## config.mk

```make
export PLATFORM = sky130hd
export DESIGN_NAME = regfile_wb_arbiter
export DESIGN_NICKNAME = d
export VERILOG_FILES = /design/src/rtl/regfile_wb_arbiter.sv
export SDC_FILE = /design/constraint.sdc
export NUM_CORES = 1
export LEC_CHECK = 0
export CAP_MARGIN = 20
export CELL_PAD_IN_SITES_DETAIL_PLACEMENT = 0
export CELL_PAD_IN_SITES_GLOBAL_PLACEMENT = 2
export CORE_MARGIN = 5
export CORE_UTILIZATION = 24
export CTS_BUF_LIST = sky130_fd_sc_hd__clkbuf_8 sky130_fd_sc_hd__clkbuf_16
export CTS_CLUSTER_DIAMETER = 30
export DETAILED_ROUTE_END_ITERATION = 10
export PLACE_DENSITY_LB_ADDON = 0.1
export SLEW_MARGIN = 20
export SYNTH_ARGS = -nofsm -noshare
export SYNTH_HDL_FRONTEND = slang
export SYNTH_SLANG_ARGS = --single-unit
```

## constraint.sdc

```tcl
create_clock -name clk -period 3.4 [get_ports clk]
set_clock_uncertainty 0.1 [all_clocks]
set_input_delay 0.68 -clock clk [delete_from_list [all_inputs] [get_ports clk]]
set_output_delay 0.68 -clock clk [all_outputs]
set_load 0.1 [all_outputs]
```

## src/rtl/regfile_wb_arbiter.sv

```systemverilog
// Write-port arbiter for the 3-port register file.
// Merges single-cycle pipeline writebacks with buffered multi-cycle results
// and tracks in-flight multi-cycle destinations to stall hazardous issue.
module regfile_wb_arbiter #(
  parameter int unsigned WORD_LEN      = 32,
  parameter int unsigned REG_IDX_WIDTH = 5,
  parameter int unsigned FIFO_DEPTH    = 4
) (
  input  logic                             clk,
  input  logic                             reset,
  input  logic                             pipe_we,
  input  logic [REG_IDX_WIDTH-1:0]         pipe_waddr,
  input  logic [WORD_LEN-1:0]              pipe_wdata,
  input  logic                             mc_valid,
  output logic                             mc_ready,
  input  logic [REG_IDX_WIDTH-1:0]         mc_waddr,
  input  logic [WORD_LEN-1:0]              mc_wdata,
  input  logic                             issue_mc,
  input  logic [REG_IDX_WIDTH-1:0]         issue_rd,
  input  logic [REG_IDX_WIDTH-1:0]         issue_rs1,
  input  logic [REG_IDX_WIDTH-1:0]         issue_rs2,
  output logic                             issue_stall,
  output logic                             rf_we,
  output logic [REG_IDX_WIDTH-1:0]         rf_waddr,
  output logic [WORD_LEN-1:0]              rf_wdata,
  output logic [$clog2(FIFO_DEPTH):0]      fifo_count
);

  localparam int unsigned PTR_W     = $clog2(FIFO_DEPTH);
  localparam int unsigned CNT_W     = PTR_W + 1;
  localparam int unsigned REG_COUNT = 2 ** REG_IDX_WIDTH;
  localparam logic [CNT_W-1:0] FULL_COUNT = CNT_W'(FIFO_DEPTH);

  // Multi-cycle result buffer
  logic [REG_IDX_WIDTH-1:0] fifoAddr [FIFO_DEPTH];
  logic [WORD_LEN-1:0]      fifoData [FIFO_DEPTH];
  logic [PTR_W-1:0]         rdPtr;
  logic [PTR_W-1:0]         wrPtr;
  logic [CNT_W-1:0]         count;

  logic fifoEmpty;
  logic fifoFull;
  logic push;
  logic pop;
  logic pipeSel;
  logic [REG_IDX_WIDTH-1:0] headAddr;
  logic [WORD_LEN-1:0]      headData;

  // Registered write port plus a tag marking FIFO-sourced writes
  logic                     rfWe;
  logic [REG_IDX_WIDTH-1:0] rfWaddr;
  logic [WORD_LEN-1:0]      rfWdata;
  logic                     rfFromFifo;

  // Pending scoreboard
  logic [REG_COUNT-1:0] pending;
  logic [REG_COUNT-1:0] pendingNext;

  assign fifoEmpty = (count == '0);
  assign fifoFull  = (count == FULL_COUNT);
  assign mc_ready  = !fifoFull && !reset;
  assign push      = mc_valid && mc_ready;
  assign pipeSel   = pipe_we && (pipe_waddr != '0);
  // An empty FIFO never bypasses: only an entry already stored can pop.
  assign pop       = !pipeSel && !fifoEmpty;
  assign headAddr  = fifoAddr[rdPtr];
  assign headData  = fifoData[rdPtr];

  assign rf_we      = rfWe;
  assign rf_waddr   = rfWaddr;
  assign rf_wdata   = rfWdata;
  assign fifo_count = count;

  // FIFO storage: written on accepted multi-cycle results
  always_ff @(posedge clk) begin
    if (push) begin
      fifoAddr[wrPtr] <= mc_waddr;
      fifoData[wrPtr] <= mc_wdata;
    end
  end

  // FIFO pointers and occupancy; pointers wrap naturally at FIFO_DEPTH
  always_ff @(posedge clk) begin
    if (reset) begin
      rdPtr <= '0;
      wrPtr <= '0;
      count <= '0;
    end else begin
      if (push) wrPtr <= wrPtr + 1'b1;
      if (pop)  rdPtr <= rdPtr + 1'b1;
      case ({push, pop})
        2'b10:   count <= count + 1'b1;
        2'b01:   count <= count - 1'b1;
        default: count <= count;
      endcase
    end
  end

  // Write-port select: pipeline first, then FIFO head, else idle (address/data hold)
  always_ff @(posedge clk) begin
    if (reset) begin
      rfWe       <= 1'b0;
      rfWaddr    <= '0;
      rfWdata    <= '0;
      rfFromFifo <= 1'b0;
    end else if (pipeSel) begin
      rfWe       <= 1'b1;
      rfWaddr    <= pipe_waddr;
      rfWdata    <= pipe_wdata;
      rfFromFifo <= 1'b0;
    end else if (pop && (headAddr != '0)) begin
      rfWe       <= 1'b1;
      rfWaddr    <= headAddr;
      rfWdata    <= headData;
      rfFromFifo <= 1'b1;
    end else begin
      rfWe       <= 1'b0;
      rfFromFifo <= 1'b0;
    end
  end

  // Next scoreboard state: clear on FIFO-sourced write, then set (set wins)
  always_comb begin
    pendingNext = pending;
    if (rfWe && rfFromFifo) pendingNext[rfWaddr] = 1'b0;
    if (issue_mc && !issue_stall && (issue_rd != '0)) pendingNext[issue_rd] = 1'b1;
    pendingNext[0] = 1'b0;
  end

  // Scoreboard register
  always_ff @(posedge clk) begin
    if (reset) pending <= '0;
    else       pending <= pendingNext;
  end

  // Hazard stall from the current scoreboard only
  always_comb begin
    issue_stall = ((issue_rs1 != '0) && pending[issue_rs1]) ||
                  ((issue_rs2 != '0) && pending[issue_rs2]) ||
                  ((issue_rd  != '0) && pending[issue_rd]);
  end

endmodule

```

### After elaboration in Yosys (flattened, before gate mapping)

Memory sizes are Yosys's and may differ from the RTL's. A register that Yosys moved wholly into a read port is not among the register bits.
Cells that the tools add are included.

* add/subtract/negate cells: 4
* multipliers: 0
* divide/modulo/power cells: 0
* order comparisons: 6
* equality and inequality tests: 3
* shift operators: 0
* mux-type cells: 25
* bitwise gates (word level): 3
* reductions and logical operators: 29

Operators by type and width (number)
* $mux W32: 4
* $and A32 B32 Y32: 1
* $not A32 Y32: 1
* $or A32 B32 Y32: 1
* $reduce_bool A5 Y1: 5
* $lt A5 B6 Y1 const B: 4
* $bmux W1 S5: 3
* $logic_and A1 B1 Y1: 13
* $demux W1 S5: 2
* $ge A5 B1 Y1 const B: 2
* $mux W5: 2
* $mux W1: 9
* $mux W2: 4
* $pmux W3 S2: 1
* $logic_not A1 Y1: 5
* $add A2 B1 Y2 const B: 2
* $reduce_bool A2 Y1: 2
* $add A3 B1 Y3 const B: 1
* $eq A3 B3 Y1 const B: 1
* $logic_not A3 Y1: 1
* $sub A3 B1 Y3 const B: 1
* $eq A2 B1 Y1 const B: 1
* $eq A2 B2 Y1 const B: 1
* $logic_or A1 B1 Y1: 2
* $reduce_or A2 Y1: 1

* bits in registers: 78
* latch bits: 0
* bits in writable memories: 148
* bits in read-only memories: 0
* logic and storage cells: 81
* memories: 2

Memory list
* fifoData: depth 4, width 32, rd ports 1, clocked after Yosys merged registers in 1, wr ports 1, line 36 `logic [WORD_LEN-1:0] fifoData [FIFO_DEPTH];`
* fifoAddr: depth 4, width 5, rd ports 1, clocked after Yosys merged registers in 1, wr ports 1, line 35 `logic [REG_IDX_WIDTH-1:0] fifoAddr [FIFO_DEPTH];`

### Logic depth before layout (Yosys ltp)

Gate-level depths: netlist (run 1).

* depth in word-level cells: 9
* gate-level depth with buffers: 10
* gate-level depth less buffers: 10

### Least setup slack after synthesis (run 1)

Ideal clock, no wire load.

* kind: register -> register
* from: register count[1] (netlist: fifo_count[1])
* to: memory fifoAddr[0][0] (enable)
* setup time: 0.398 ns
* arrival time: 4.163 ns
* path slack: -1.261 ns
* cell stages (with the launch flop): 4
* path buffers: 0
* period minus slack after synthesis: 4.661 ns
* cells stage by stage: dfxtp_1 inv_1 a31oi_1 and3_1

* word-level cells in the longest chain between the ends: 6

Ends and longest elaborated chain
* start, declared: line 39 `logic [CNT_W-1:0] count;`
* start signal, assigned: line 92 `2'b10: count <= count + 1'b1;`
* start signal, assigned: line 93 `2'b01: count <= count - 1'b1;`
* start signal, assigned: line 94 `default: count <= count;`
* $eq A3 B3 Y1: line 60 `assign fifoFull = (count == FULL_COUNT);`
* $logic_not A1 Y1: line 61 `assign mc_ready = !fifoFull && !reset;`
* $logic_and A1 B1 Y1: line 61
* via mc_ready: line 15 `output logic mc_ready,`
* $logic_and A1 B1 Y1: line 62 `assign push = mc_valid && mc_ready;`
* $mux W1: line 76 `if (push) begin`
* $mux W1 (implied by the code): line 77 `fifoAddr[wrPtr] <= mc_waddr;`
* end, declared: line 35

The timed path passes the listed nets, and every way through them passes these cells.

### Final worst setup path (run 1)

* from: input issue_rs2[1]
* to: output issue_stall

* word-level cells in the longest chain between the ends: 5
* elaborated cells on any way between the ends: 6
* those cells by class: 2 x mux; 4 x reduce/logical

Ends and longest elaborated chain
* start, declared: line 21 `input logic [REG_IDX_WIDTH-1:0] issue_rs2,`
* $bmux W1 S5: line 139 `((issue_rs2 != '0) && pending[issue_rs2]) ||`
* $mux W1 (implied by the code): line 139
* $logic_and A1 B1 Y1 (*): line 139
* $logic_or A1 B1 Y1 (*): line 138 `issue_stall = ((issue_rs1 != '0) && pending[issue_rs1]) ||`
* $logic_or A1 B1 Y1 (*): line 139
* end, declared: line 22 `output logic issue_stall,`

Mark *: on every way between the ends. The rest lies on a longest branch, timed or not. The select of a mux whose other input is x is not followed.

==> results_dict.tcl, run 1 <==
set metrics [dict create \
    status "finished, final reports clean" \
    clock_sinks 227 \
    die_w_um 212 \
    hp-class "flip-flop to flip-flop" \
    start_kind "primary input" \
    clockPowerShare 0.490 \
    syn2layout_area_growth_pct 43.2 \
    ys_async_sr_fraction 0 \
    cts_tree "yes" \
    wl_per_cell_um 20.4 \
    slowest_delay_ns 0.51 \
    max_cap_viol_count 0 \
    cp.arrival_ns 2.58 \
    num_vias 6778 \
    maxSlewViolCount 0 \
    hold_viol 0 \
    synth-seq-area-share 0.616 \
    n_fill_cell 3969 \
    clkTransAtPathRegs_ns 0.04 \
    p_per_area_mw_per_mm2 766 \
    drive_gt1_frac 0.283 \
    htree_levels 2 \
    nets 987 \
    fin_ws_ns 0.0423 \
    cts_buffer_depth 3 \
    postCtsHoldBufs 0 \
    setup_violations 0 \
    grt_pass1_vias 7446 \
    path_cells "clkdlybuf4s50_1 > mux4_2 > nor2b_4 > o21ai_2 > nor4b_4 > buf_4 > o2111ai_4 > buf_12" \
    ir_drop_mv 0.332 \
    dieArea_mm2 0.0449 \
    p_leak_nw 5.17 \
    floorplan.core_area_mm2 0.0406 \
    ys_warn_count 0 \
    relSlewSlack 0.319 \
    port_buffers 136 \
    p_switching_mw 2.99 \
    critPathMaxFanout 2 \
    grt_use_total 0.133 \
    critical_path_buf_inv_count 3 \
    p_seq_frac 0.305 \
    die_h_um 212 \
    synth_fp_nets 786 \
    antenna_cells 0 \
    worstSkewPairLatency_ns 0.55 \
    place_congestion 0.854 \
    globalRoute.totalOverflow 0 \
    num_io_pins 137 \
    synthCells 686 \
    grt_max_degree 88 \
    first_pass_iters 4 \
    grt_pass1_wl_mm 45.5 \
    path_class "primary input to primary output" \
    antenna_found_initial 3 \
    timing.fmax_mhz 298 \
    synthDistinctLibCells 53 \
    fin_util 0.346 \
    syn_area_mm2 0.00979 \
    postSynthAreaPerCell_um2 14.3 \
    dp.final_hpwl_mm 20.2 \
    intPower_mw 7.74 \
    fp-row-count 74 \
    worst_pin_slew_ns 1.02 \
    start_util 0.241 \
    crit_family "buffers and inverters" \
    routed_via_density 4.62 \
    root_buffer "clkbuf_16" \
    fin_tns_setup_ns 0 \
    drt_iter0_drc 265 \
    worstPathRequired_ns 2.62 \
    drc 0 \
    ys_seq_elements 227 \
    ant_nets 0 \
    pwr-share-comb 0.205 \
    synth_edf_count 148 \
    synth-main-ff-cell "edfxtp_1" \
    final.min_clock_period_ns 3.36 \
    cp-end-kind "primary output" \
    cpMaxStageDelayCell "clkdlybuf4s50_1" \
    routed_wl_mm 29.9 \
    post-route-period-util 0.988 \
    numCtsBuffers 56 \
    p_sw_frac 0.279 \
    dp_slack_ns -0.360 \
]
cells in the mapped netlist (all sizes together), types with 14 or more instances:
library cell  instances  share of area
edfxtp              148           0.45
dfxtp                79           0.16
nor2                 58          0.022
mux2i                54          0.055
mux4                 48           0.11
a211oi               37          0.028
clkbuf               34          0.013
o21ai                34          0.018
nor2b                31          0.020
o31ai                19          0.015
inv                  17         0.0065
nand2                14         0.0054
power by group through the flow:
| stage | sequential, mW | combinational, mW | clock (mW) |
|---|---|---|---|
| after floorplan | 3.80 | 1.07 | 0 |
| after global placement | 3.31 | 2.20 | 0 |
| after detailed placement | 3.32 | 2.22 | 0 |
| after CTS | 3.28 | 2.23 | 5.39 |
| after global routing | 3.30 | 2.35 | 5.56 |
| final | 3.27 | 2.20 | 5.26 |
layout make-up:
type / count / area [um2] / share of cell area
multi-input cells: 395 / 3630 / 0.259
flip-flops and latches: 227 / 6030 / 0.430
well taps: 532 / 666 / 0.0475
clock buffers: 64 / 1530 / 0.109
clock inverters: 41 / 397 / 0.0283
repair buffers: 190 / 1690 / 0.121
inverters: 17 / 63.8 / 0.00455
worst paths after layout:
kind / to / cells past startpoint / slack (ns) / startpoint
hold reg to reg: rdPtr[1]$_SDFFE_PP0P_ / 2 / 0.43 / rdPtr[1]$_SDFFE_PP0P_
setup reg to reg: rf_wdata[20]$_SDFFE_PP0P_ / 7 / 0.54 / flip-flop
hold / removal: rdPtr[1]$_SDFFE_PP0P_ / 2 / 0.43 / rdPtr[1]$_SDFFE_PP0P_
setup / recovery: issue_stall / 8 / 0.04 / issue_rs2[1]
layout by cell type, fill, tap and decap left out, types with 14 or more instances in the layout:
cell type,Yosys,final
edfxtp_1,148,148
buf_4,2,92
clkdlybuf4s50_1,0,81
dfxtp_1,79,75
clkbuf_16,0,58
nor2_1,58,57
mux2i_1,54,53
mux4_2,48,48
a211oi_1,37,37
inv_1,17,31
o21ai_0,32,30
nor2b_1,31,29
o31ai_1,19,19
nand2_1,14,14
flip-flops by register name, indices dropped and copies added, names as in the netlist, named ones only:
| signal | flops |
|---|---|
| rf_we | 1 |
| fifoData | 128 |
| rdPtr | 2 |
| rfFromFifo | 1 |
| rf_waddr | 5 |
| rf_wdata | 32 |
| pending | 31 |
| fifo_count | 3 |
| fifoAddr | 20 |
| wrPtr | 2 |
worst register-to-register path: cells and delay by family (launching register included):
kind,cells,cell delay [ns]
multiplexers,2,0.75
AO/OA/AOI/OAI,2,0.47
buffers and inverters,2,0.54
flip-flops,1,0.43
AND/OR/NAND/NOR,1,0.46
routing by layer:
layer  part of all wire  vias up  global-route usage
li1                   -     3124                   -
met1               0.42     3385               0.163
met2               0.49      192               0.225
met3              0.056       71              0.0342
met4              0.030        6              0.0493
met5             0.0013        -                   0
repair_timing:
action	CTS	global route
buffers inserted	2	2
pin swaps	2	3
setup endpoints to repair	1	1
resized for setup	25	18
metrics by stage:
stage | std cells | cell area, um2 | hold slack, ns | power (mW)
after CTS | 1464 | 13900 | 0.440 | 10.9
after detailed placement | 1357 | 11900 | 0.422 | 5.54
after global routing | 1466 | 14000 | 0.475 | 11.2
after floorplan | 686 | 9810 | 0.369 | 4.87
after global placement | 1357 | 11900 | 0.412 | 5.52
final | 1466 | 14000 | 0.428 | 10.7
kinds of logic after synthesis:
group,share of synthesized area
AO/OA/AOI/OAI,0.0951
XOR/XNOR,0.00447
adder cells (fa/ha/maj),0.00844
buffers and inverters,0.0291
flip-flops,0.616
multiplexers,0.170
AND/OR/NAND/NOR,0.0770
(Power assumes the default switching activity.)
==> run 2, diff against run 1 <==
CTS_CLUSTER_SIZE = 25   (was unset)
clock period = 3.93 ns   (was 3.4 ns; I/O delays follow)
==> results_dict.tcl, run 2 (synthesis results as in run 1) <==
set metrics [dict create \
    status "finished, final reports clean" \
    p_switching_mw 2.66 \
    post_layout_nonfiller_instances 1445 \
    num_vias 6757 \
    dp.final_hpwl_mm 19.9 \
    numCtsBuffers 53 \
    path_cells "clkdlybuf4s50_1 > mux4_2 > a221oi_1 > nor4b_2 > buf_4 > o2111ai_2 > buf_12" \
    routed_wl_mm 29.7 \
    worstPathRequired_ns 3.04 \
    setup_violations 0 \
    hold_slack_ns 0.442 \
    grt_use_total 0.130 \
    n_fill_cell 3961 \
    ant_nets 0 \
    place_inst 1343 \
    floorplan.core_area_mm2 0.0406 \
    drive_gt1_frac 0.225 \
    fin_util 0.342 \
    grt_pass1_wl_mm 44.8 \
    clkTransAtPathRegs_ns 0.05 \
    timing.fmax_mhz 262 \
    fp-row-count 74 \
    final_cell_mix "148 x edfxtp_1, 124 x clkdlybuf4s50_1, 77 x dfxtp_1" \
    port_buffers 136 \
    hold-path-cell-count 2 \
    cp.arrival_ns 2.93 \
    slowest_delay_ns 0.53 \
    grt_setup_unrepaired "false" \
    design_power_total_mw 9.37 \
    routed_via_density 4.68 \
    path_class "primary input to primary output" \
    root_buffer "clkbuf_16" \
    antenna_found_initial 5 \
    fin_area_mm2 0.0139 \
    dp_slack_ns -0.00945 \
    layout_commonest_cell "edfxtp_1" \
    p_leak_nw 4.96 \
    postCtsSetupBuffers 0 \
    hp-class "flip-flop to flip-flop" \
    fin_ws_ns 0.119 \
    worst_pin_slew_ns 1.06 \
    path_depth 7 \
    cpMaxStageDelayCell "clkdlybuf4s50_1" \
    largest_reg_flops 128 \
    globalRoute.totalOverflow 0 \
    post-route-period-util 0.970 \
    critPathMaxFanout 3 \
    multi_input_area_mm2 0.00352 \
    drt_iter0_drc 329 \
    pwr-share-comb 0.197 \
    final.min_clock_period_ns 3.81 \
    drc 0 \
    hold_viol 0 \
    dieArea_mm2 0.0449 \
    r2r_cells 6 \
    cts_buffer_depth 3 \
    p_sw_frac 0.284 \
    grt_max_degree 88 \
    die_h_um 212 \
    num_io_pins 137 \
    cp-end-kind "primary output" \
    clockPowerShare 0.500 \
    first_pass_iters 5 \
    maxSlewViolCount 0 \
    crit_family "buffers and inverters" \
    max_cap_viol_count 0 \
    place_area_mm2 0.0119 \
    intPower_mw 6.71 \
    seq_area_mm2 0.00603 \
    start_util 0.241 \
    cts_tree "yes" \
    p_per_area_mw_per_mm2 676 \
    fin_tns_setup_ns 0 \
    die_w_um 212 \
    relSlewSlack 0.296 \
    critical_path_buf_inv_count 3 \
    place_congestion 0.898 \
    p_seq_frac 0.304 \
    syn2layout_area_growth_pct 41.7 \
    top_register "fifoData" \
    wl_per_cell_um 20.6 \
    clock_sinks 227 \
    htree_levels 2 \
    nets 967 \
    grt_pass1_vias 7373 \
    worstSkewPairLatency_ns 0.55 \
    postCtsHoldBufs 0 \
    start_kind "primary input" \
    ir_drop_mv 0.267 \
]
-- run 2: changes by cell type in the layout (fill, tap and decap cells not counted), moves of 5 or more --
| cell | previous run | this run |
|---|---|---|
| clkbuf_16 | 58 | 53 |
| clkdlybuf4s50_1 | 81 | 124 |
| inv_1 | 31 | 22 |
| inv_6 | 0 | 7 |
| clkinv_1 | 6 | 1 |
| buf_4 | 92 | 39 |
| dlygate4sd2_1 | 8 | 1 |
-- run 2: power groups by stage --
stage / clock [mW] / combinational, mW / sequential (mW)
final: 4.68 / 1.84 / 2.85
after global routing: 4.94 / 1.97 / 2.86
after CTS: 4.79 / 1.88 / 2.85
after detailed placement: 0 / 1.87 / 2.89
after global placement: 0 / 1.86 / 2.88
after floorplan: 0 / 0.923 / 3.29
-- run 2: timing repair --
item	4_1_cts	5_1_grt
resized for setup	2	8
gates cloned	0	1
setup endpoints to repair	1	1
pin swaps	0	1
-- run 2: metal layers --
metal  vias to the layer above  share of wire  global-route usage
met5                         -         0.0014                   0
met2                       211           0.50               0.221
li1                       3080              -                   -
met3                        91          0.063              0.0370
met1                      3367           0.40               0.155
met4                         8          0.038              0.0551
-- run 2: path summary, 6_finish.rpt --
check	startpoint	end	slack [ns]
max	issue_rd[0]	issue_stall	0.12
min	rdPtr[1]$_SDFFE_PP0P_	rdPtr[1]$_SDFFE_PP0P_	0.44
max reg2reg	flip-flop	rf_wdata[21]$_SDFFE_PP0P_	1.05
min reg2reg	rdPtr[1]$_SDFFE_PP0P_	rdPtr[1]$_SDFFE_PP0P_	0.44
-- run 2: worst register-to-register path: stages, from the launching register on --
cell and delay [ns]:
dfxtp_2 0.60, mux4_2 0.59, or4_1 0.59, o21ai_4 0.17, buf_12 0.31, mux2i_1 0.27
a211oi_1 0.09
-- run 2: cell type report --
cell class | instances | area share
Clock inverter | 42 | 0.0390
Antenna cell | 1 | 0.000180
Clock buffer | 58 | 0.101
Multi-Input combinational cell | 395 | 0.253
Sequential cell | 227 | 0.435
Timing Repair Buffer | 173 | 0.120
Tap cell | 532 | 0.0480
Inverter | 17 | 0.00460
